**config.mk**
```make
export PLATFORM = sky130hd
export DESIGN_NAME = uart_rx_gpout
export DESIGN_NICKNAME = d
export VERILOG_FILES = /design/src/rtl/uart_rx_gpout.sv
export SDC_FILE = /design/constraint.sdc
export NUM_CORES = 1
export LEC_CHECK = 0
export CAP_MARGIN = 0
export CORE_ASPECT_RATIO = 0.75
export CORE_MARGIN = 2
export CORE_UTILIZATION = 61
export DETAILED_ROUTE_END_ITERATION = 8
export PLACE_DENSITY = 0.81
export SYNTH_ARGS = -nofsm -noshare
export SYNTH_HDL_FRONTEND = slang
export SYNTH_SLANG_ARGS = --single-unit
```
**constraint.sdc**
```tcl
create_clock -name clk -period 4.3 [get_ports clk]
set_input_delay 0.43 -clock clk [delete_from_list [all_inputs] [get_ports clk]]
set_output_delay 0.43 -clock clk [all_outputs]
set_load 0.05 [all_outputs]
```
**src/rtl/uart_rx_gpout.sv**
```systemverilog
// UART 8N1 receiver holding the last good byte on gpout; gpout[0] is the child-present flag.
// Optional link-loss timeout clearing gpout is enabled by defining CRIANCA_TIMEOUT_EN.
module uart_rx_gpout #(
    parameter int CLK_FREQ       = 50_000_000,
    parameter int BAUD           = 9600,
    parameter int TIMEOUT_CYCLES = 50_000_000
) (
    input  logic       clk,
    input  logic       rst,
    input  logic       rxd,
    output logic [7:0] gpout,
    output logic       rx_valid,
    output logic       frame_err,
    output logic       crianca,
    output logic       link_ok
);

    localparam int CPB = CLK_FREQ / BAUD;
    localparam int CW  = (CPB > 1) ? $clog2(CPB) : 1;
    localparam logic [CW-1:0] LAST = CW'(CPB - 1);
    localparam logic [CW-1:0] HALF = CW'(CPB / 2 - 1);

    typedef enum logic [2:0] {
        IDLE,
        START,
        DATA,
        STOP,
        BRK
    } state_t;

    state_t        state;
    state_t        state_n;
    logic          s1;
    logic          rs;
    logic [CW-1:0] cnt;
    logic [CW-1:0] cnt_n;
    logic [2:0]    idx;
    logic [2:0]    idx_n;
    logic [7:0]    shift;
    logic          samp;
    logic          load;
    logic          ferr;

    // two-stage synchronizer for the asynchronous line, idles high
    always_ff @(posedge clk) begin
        if (rst) begin
            s1 <= 1'b1;
            rs <= 1'b1;
        end else begin
            s1 <= rxd;
            rs <= s1;
        end
    end

    // FSM state, bit-period counter and bit index registers
    always_ff @(posedge clk) begin
        if (rst) begin
            state <= IDLE;
            cnt   <= '0;
            idx   <= '0;
        end else begin
            state <= state_n;
            cnt   <= cnt_n;
            idx   <= idx_n;
        end
    end

    // next-state logic: mid-bit sampling, stop-bit check, break wait
    always_comb begin
        state_n = state;
        cnt_n   = cnt;
        idx_n   = idx;
        samp    = 1'b0;
        load    = 1'b0;
        ferr    = 1'b0;
        unique case (state)
            IDLE: begin
                cnt_n = '0;
                if (!rs) state_n = START;
            end
            START: begin
                if (cnt == HALF) begin
                    cnt_n   = '0;
                    idx_n   = '0;
                    state_n = rs ? IDLE : DATA;
                end else begin
                    cnt_n = cnt + 1'b1;
                end
            end
            DATA: begin
                if (cnt == LAST) begin
                    cnt_n = '0;
                    samp  = 1'b1;
                    if (idx == 3'd7) state_n = STOP;
                    else idx_n = idx + 3'd1;
                end else begin
                    cnt_n = cnt + 1'b1;
                end
            end
            STOP: begin
                if (cnt == LAST) begin
                    cnt_n = '0;
                    if (rs) begin
                        load    = 1'b1;
                        state_n = IDLE;
                    end else begin
                        ferr    = 1'b1;
                        state_n = BRK;
                    end
                end else begin
                    cnt_n = cnt + 1'b1;
                end
            end
            BRK: begin
                if (rs) state_n = IDLE;
            end
            default: state_n = IDLE;
        endcase
    end

    // data bits land LSB first at their mid-bit sample point
    always_ff @(posedge clk) begin
        if (rst) shift <= '0;
        else if (samp) shift[idx] <= rs;
    end

    // single-cycle status pulses, registered alongside the gpout update
    always_ff @(posedge clk) begin
        if (rst) begin
            rx_valid  <= 1'b0;
            frame_err <= 1'b0;
        end else begin
            rx_valid  <= load;
            frame_err <= ferr;
        end
    end

`ifdef CRIANCA_TIMEOUT_EN
    localparam int TW = $clog2(TIMEOUT_CYCLES + 1);
    localparam logic [TW-1:0] TMAX = TW'(TIMEOUT_CYCLES);

    logic [TW-1:0] tcnt;
    logic          hit;

    assign hit = !load && (tcnt == TMAX - 1'b1);

    // link-loss timer, restarted by every good frame, saturating
    always_ff @(posedge clk) begin
        if (rst) tcnt <= '0;
        else if (load) tcnt <= '0;
        else if (tcnt != TMAX) tcnt <= tcnt + 1'b1;
    end

    // command register: new byte wins over the timeout clear
    always_ff @(posedge clk) begin
        if (rst) gpout <= '0;
        else if (load) gpout <= shift;
        else if (hit) gpout <= '0;
    end

    // link alive from the cycle after a good frame until timeout
    always_ff @(posedge clk) begin
        if (rst) link_ok <= 1'b0;
        else if (rx_valid) link_ok <= 1'b1;
        else if (hit) link_ok <= 1'b0;
    end
`else
    // command register holds the last good byte indefinitely
    always_ff @(posedge clk) begin
        if (rst) gpout <= '0;
        else if (load) gpout <= shift;
    end

    assign link_ok = 1'b1;
`endif

    assign crianca = gpout[0];

endmodule
```
==> metrics <==
P_int=0.4788 mW; wire per inst=approximately 16 um; Worst Skew=0.006628 ns; final core occ=approximately 70%; worst-margin pin slew=1.157 ns; reg-to-reg critical path endpoint=idx[2]$_SDFFE_PP0P_; dpl ws=1.472 ns; Post-synth EDFFs=0; Flop pwr share=roughly three fifths; fmax=0.3422 GHz; Skew-Pair Late Insertion Delay=slightly below 0.3 ns; initial antenna violation count=0; Placeable Area=between 2000 and 3000 um^2; Hold Path Depth=1; DP Area=2021 um^2; vias in the first global route=~1500; setup ws final=roughly 1.4 ns; synthesized instance count=220; nets=233; IO buf count=13; Area Growth Syn to Fin=10.80%; final setup vio count=0; clock share of power=between 30% and 40%; final period utilization=roughly two thirds; Switching Share=around 22%; Worst Setup SP=cnt[0]$_SDFFE_PP0P_; routability cong.=approximately 0.94; Avg Inst Size Synth=around 8.6 um^2; TritonRoute pass-1 iters=4; io pins=15; dominant cell type by area after synthesis=dfxtp_1; CP delay by family, top=simple AND/OR/NAND/NOR gates; setup_tns=0 ns; # H-tree levels=2; Critical Path Stages=6; YS warnings=0; Rows=17; share of cells above drive strength 1=7.930%; Clock Pin Slew Worst Setup and Hold Paths=about 0.07 ns; WP data required=~4.5 ns; Routed WL=around 4300 um; CTS root buffer=clkbuf_8; #FFs+latches synth=39; Inserted Diodes=0; syn_nets=227; number of remaining DRC errors=0; WP data arrival=~3.1 ns; CTS tree=built; die area=approximately 3600 um^2; Slew HR=22.25%; HPWL after detailed placement=3057 um; unrepaired setup endpoints after global routing=false; CP endpoint kind=register; NetSw=between 0.1 and 0.15 mW; cts repair resizes=0; die height=52.33 um; Comb pwr share=around 2.6%; Reg2Reg Depth=6; ys async rst share=0%; Setup crit end=idx[2]$_SDFFE_PP0P_; Hold Slack=just over 0.4 ns; first-pass GRT wire length=7113 um; crit path time final=a little under 3 ns; cts bufs inserted=5; reg2reg start=cnt[0]$_SDFFE_PP0P_; library cells used by synthesis=36; crit start category=register; die extent in x=just under 70 um; final hold violations=0; total gr overflow=0; slowest stage cell, crit path=nor4_2; peak supply drop=around 0.00027 V; Leakage=~0.75 nW; gr usage total=about 28%; Max Slew Vio Count=0; area fraction of the dominant cell type after synthesis=about 41%; post-CTS setup buffers=0; initial core utilization=around 64%; crit path buf inv count=0; synth top area cells=dfxtp_1, mux2i_1, nor2_1, nand2_1, nand3_1; vias post-DR=roughly 1600; register area share after synthesis=approximately two fifths; clock tree buffer depth=2; Starting DRT DRC Count=139; critical path cell sequence=ha_1 > or3b_4 > nor4_2 > nand3_1 > a21oi_1 > mux2i_1; critical path class=reg2reg; Via density=between 6 and 7; area of the mapped netlist=approximately 1900 um^2; top_reg_cell synth=dfxtp_1; post-route cell area=between 2000 and 2500 um^2; largest net degree at the start of global routing=24; max_cap viols=0; ANT nets after route=0; CP Max Fanout=15; delay of the slowest cell on the worst path=0.95 ns; status=finished, final reports clean; Hold Path Class=reg2reg; Power Dens Cells=slightly below 300 nW/um^2; r2r setup slk=1.38 ns; CTS sink cnt=39; CTS Hold Bufs=0
-- Yosys cell counts, types with 2 or more instances --
cell type and n:
o21bai_1 2, nand4b_1 5, nand3_1 12, nand2_1 21, nor3b_1 2, nand2b_1 5
a31oi_1 4, nand3b_1 3, ha_1 4, xor2_1 5, nor4_2 2, nand4_1 7
a21oi_1 7, mux2i_1 20, nor2b_1 4, dfxtp_1 39, nor2_1 35, or4b_1 4
clkbuf_1 13, or2_2 2, nor3_1 6, buf_4 2, inv_1 2, o22ai_1 2
-- flip-flops by register name, summed over array words and instances (netlist names) --
signal and count:
state 3, rx_valid 1, frame_err 1, idx 3, rs 1, gpout 8, cnt 13, s1 1
shift 8
-- area by class of cell --
cell class / instances / area (um^2)
well taps: 38 / 47.55
inverters: 2 / 7.507
clock buffers: 5 / 68.82
clock inverters: 3 / 15.01
flip-flops and latches: 39 / 780.7
repair buffers: 14 / 137.6
fillers: 236 / 852.1
multi-input cells: 164 / 1047
-- layer usage --
| layer | vias up | GRT usage, % | wire [um] |
|---|---|---|---|
| met1 | 757 | 35.17 | 1838 |
| met2 | 84 | 43.43 | 1992 |
| met3 | 12 | 8.172 | 371 |
| met4 | 0 | 10.67 | 89 |
| met5 | - | 0 | 0 |
| li1 | 773 | - | - |
-- placed cells by master, fill, tap and decap left out, types with 2 or more instances in the layout --
master / count
a21oi_1: 7
a31oi_1: 4
clkbuf_8: 5
clkdlybuf4s50_1: 13
clkinv_2: 3
dfxtp_1: 39
ha_1: 4
inv_1: 2
mux2i_1: 20
nand2_1: 21
nand2b_1: 5
nand3_1: 12
nand3b_1: 3
nand4_1: 7
nand4b_1: 5
nor2_1: 35
nor2b_1: 4
nor3_1: 6
nor3b_1: 2
nor4_2: 2
o21bai_1: 2
o22ai_1: 2
or2_2: 2
or4b_1: 4
xor2_1: 5
-- how the worst min path moves through the flow --
| stage | from | end | slack, ns |
|---|---|---|---|
| after detailed placement | s1$_SDFF_PP1_ | rs$_SDFF_PP1_ | 0.40 |
| after global placement | s1$_SDFF_PP1_ | rs$_SDFF_PP1_ | 0.40 |
| after CTS | s1$_SDFF_PP1_ | rs$_SDFF_PP1_ | 0.42 |
| final | s1$_SDFF_PP1_ | rs$_SDFF_PP1_ | 0.41 |
| after floorplan | s1$_SDFF_PP1_ | rs$_SDFF_PP1_ | 0.39 |
| after global routing | s1$_SDFF_PP1_ | rs$_SDFF_PP1_ | 0.44 |
-- power groups by stage --
stage | clock [mW] | combinational [mW] | sequential, mW
floorplan | 0 | 0.0139 | 0.371
global placement | 0 | 0.0152 | 0.373
detailed placement | 0 | 0.0156 | 0.373
CTS | 0.239 | 0.0158 | 0.364
global route | 0.256 | 0.0175 | 0.365
finish | 0.234 | 0.0160 | 0.365
-- kinds of logic after synthesis --
logic type	Yosys count	share of synthesized area [%]
AO/OA/AOI/OAI	17	5.269
AND/OR/NAND/NOR	116	33.73
adder cells (fa/ha/maj)	4	2.635
multiplexers	20	10.54
flip-flops	39	41.11
buffers and inverters	17	3.755
XOR/XNOR	6	2.767
other	1	0.1974
-- per-stage QoR --
| stage | instances | power (mW) |
|---|---|---|
| finish | 265 | 0.6145 |
| global route | 265 | 0.6384 |
| CTS | 265 | 0.6193 |
| detailed placement | 257 | 0.3886 |
| global placement | 257 | 0.3881 |
| floorplan | 220 | 0.3851 |
Note: power is estimated with default switching activity, not from simulation.
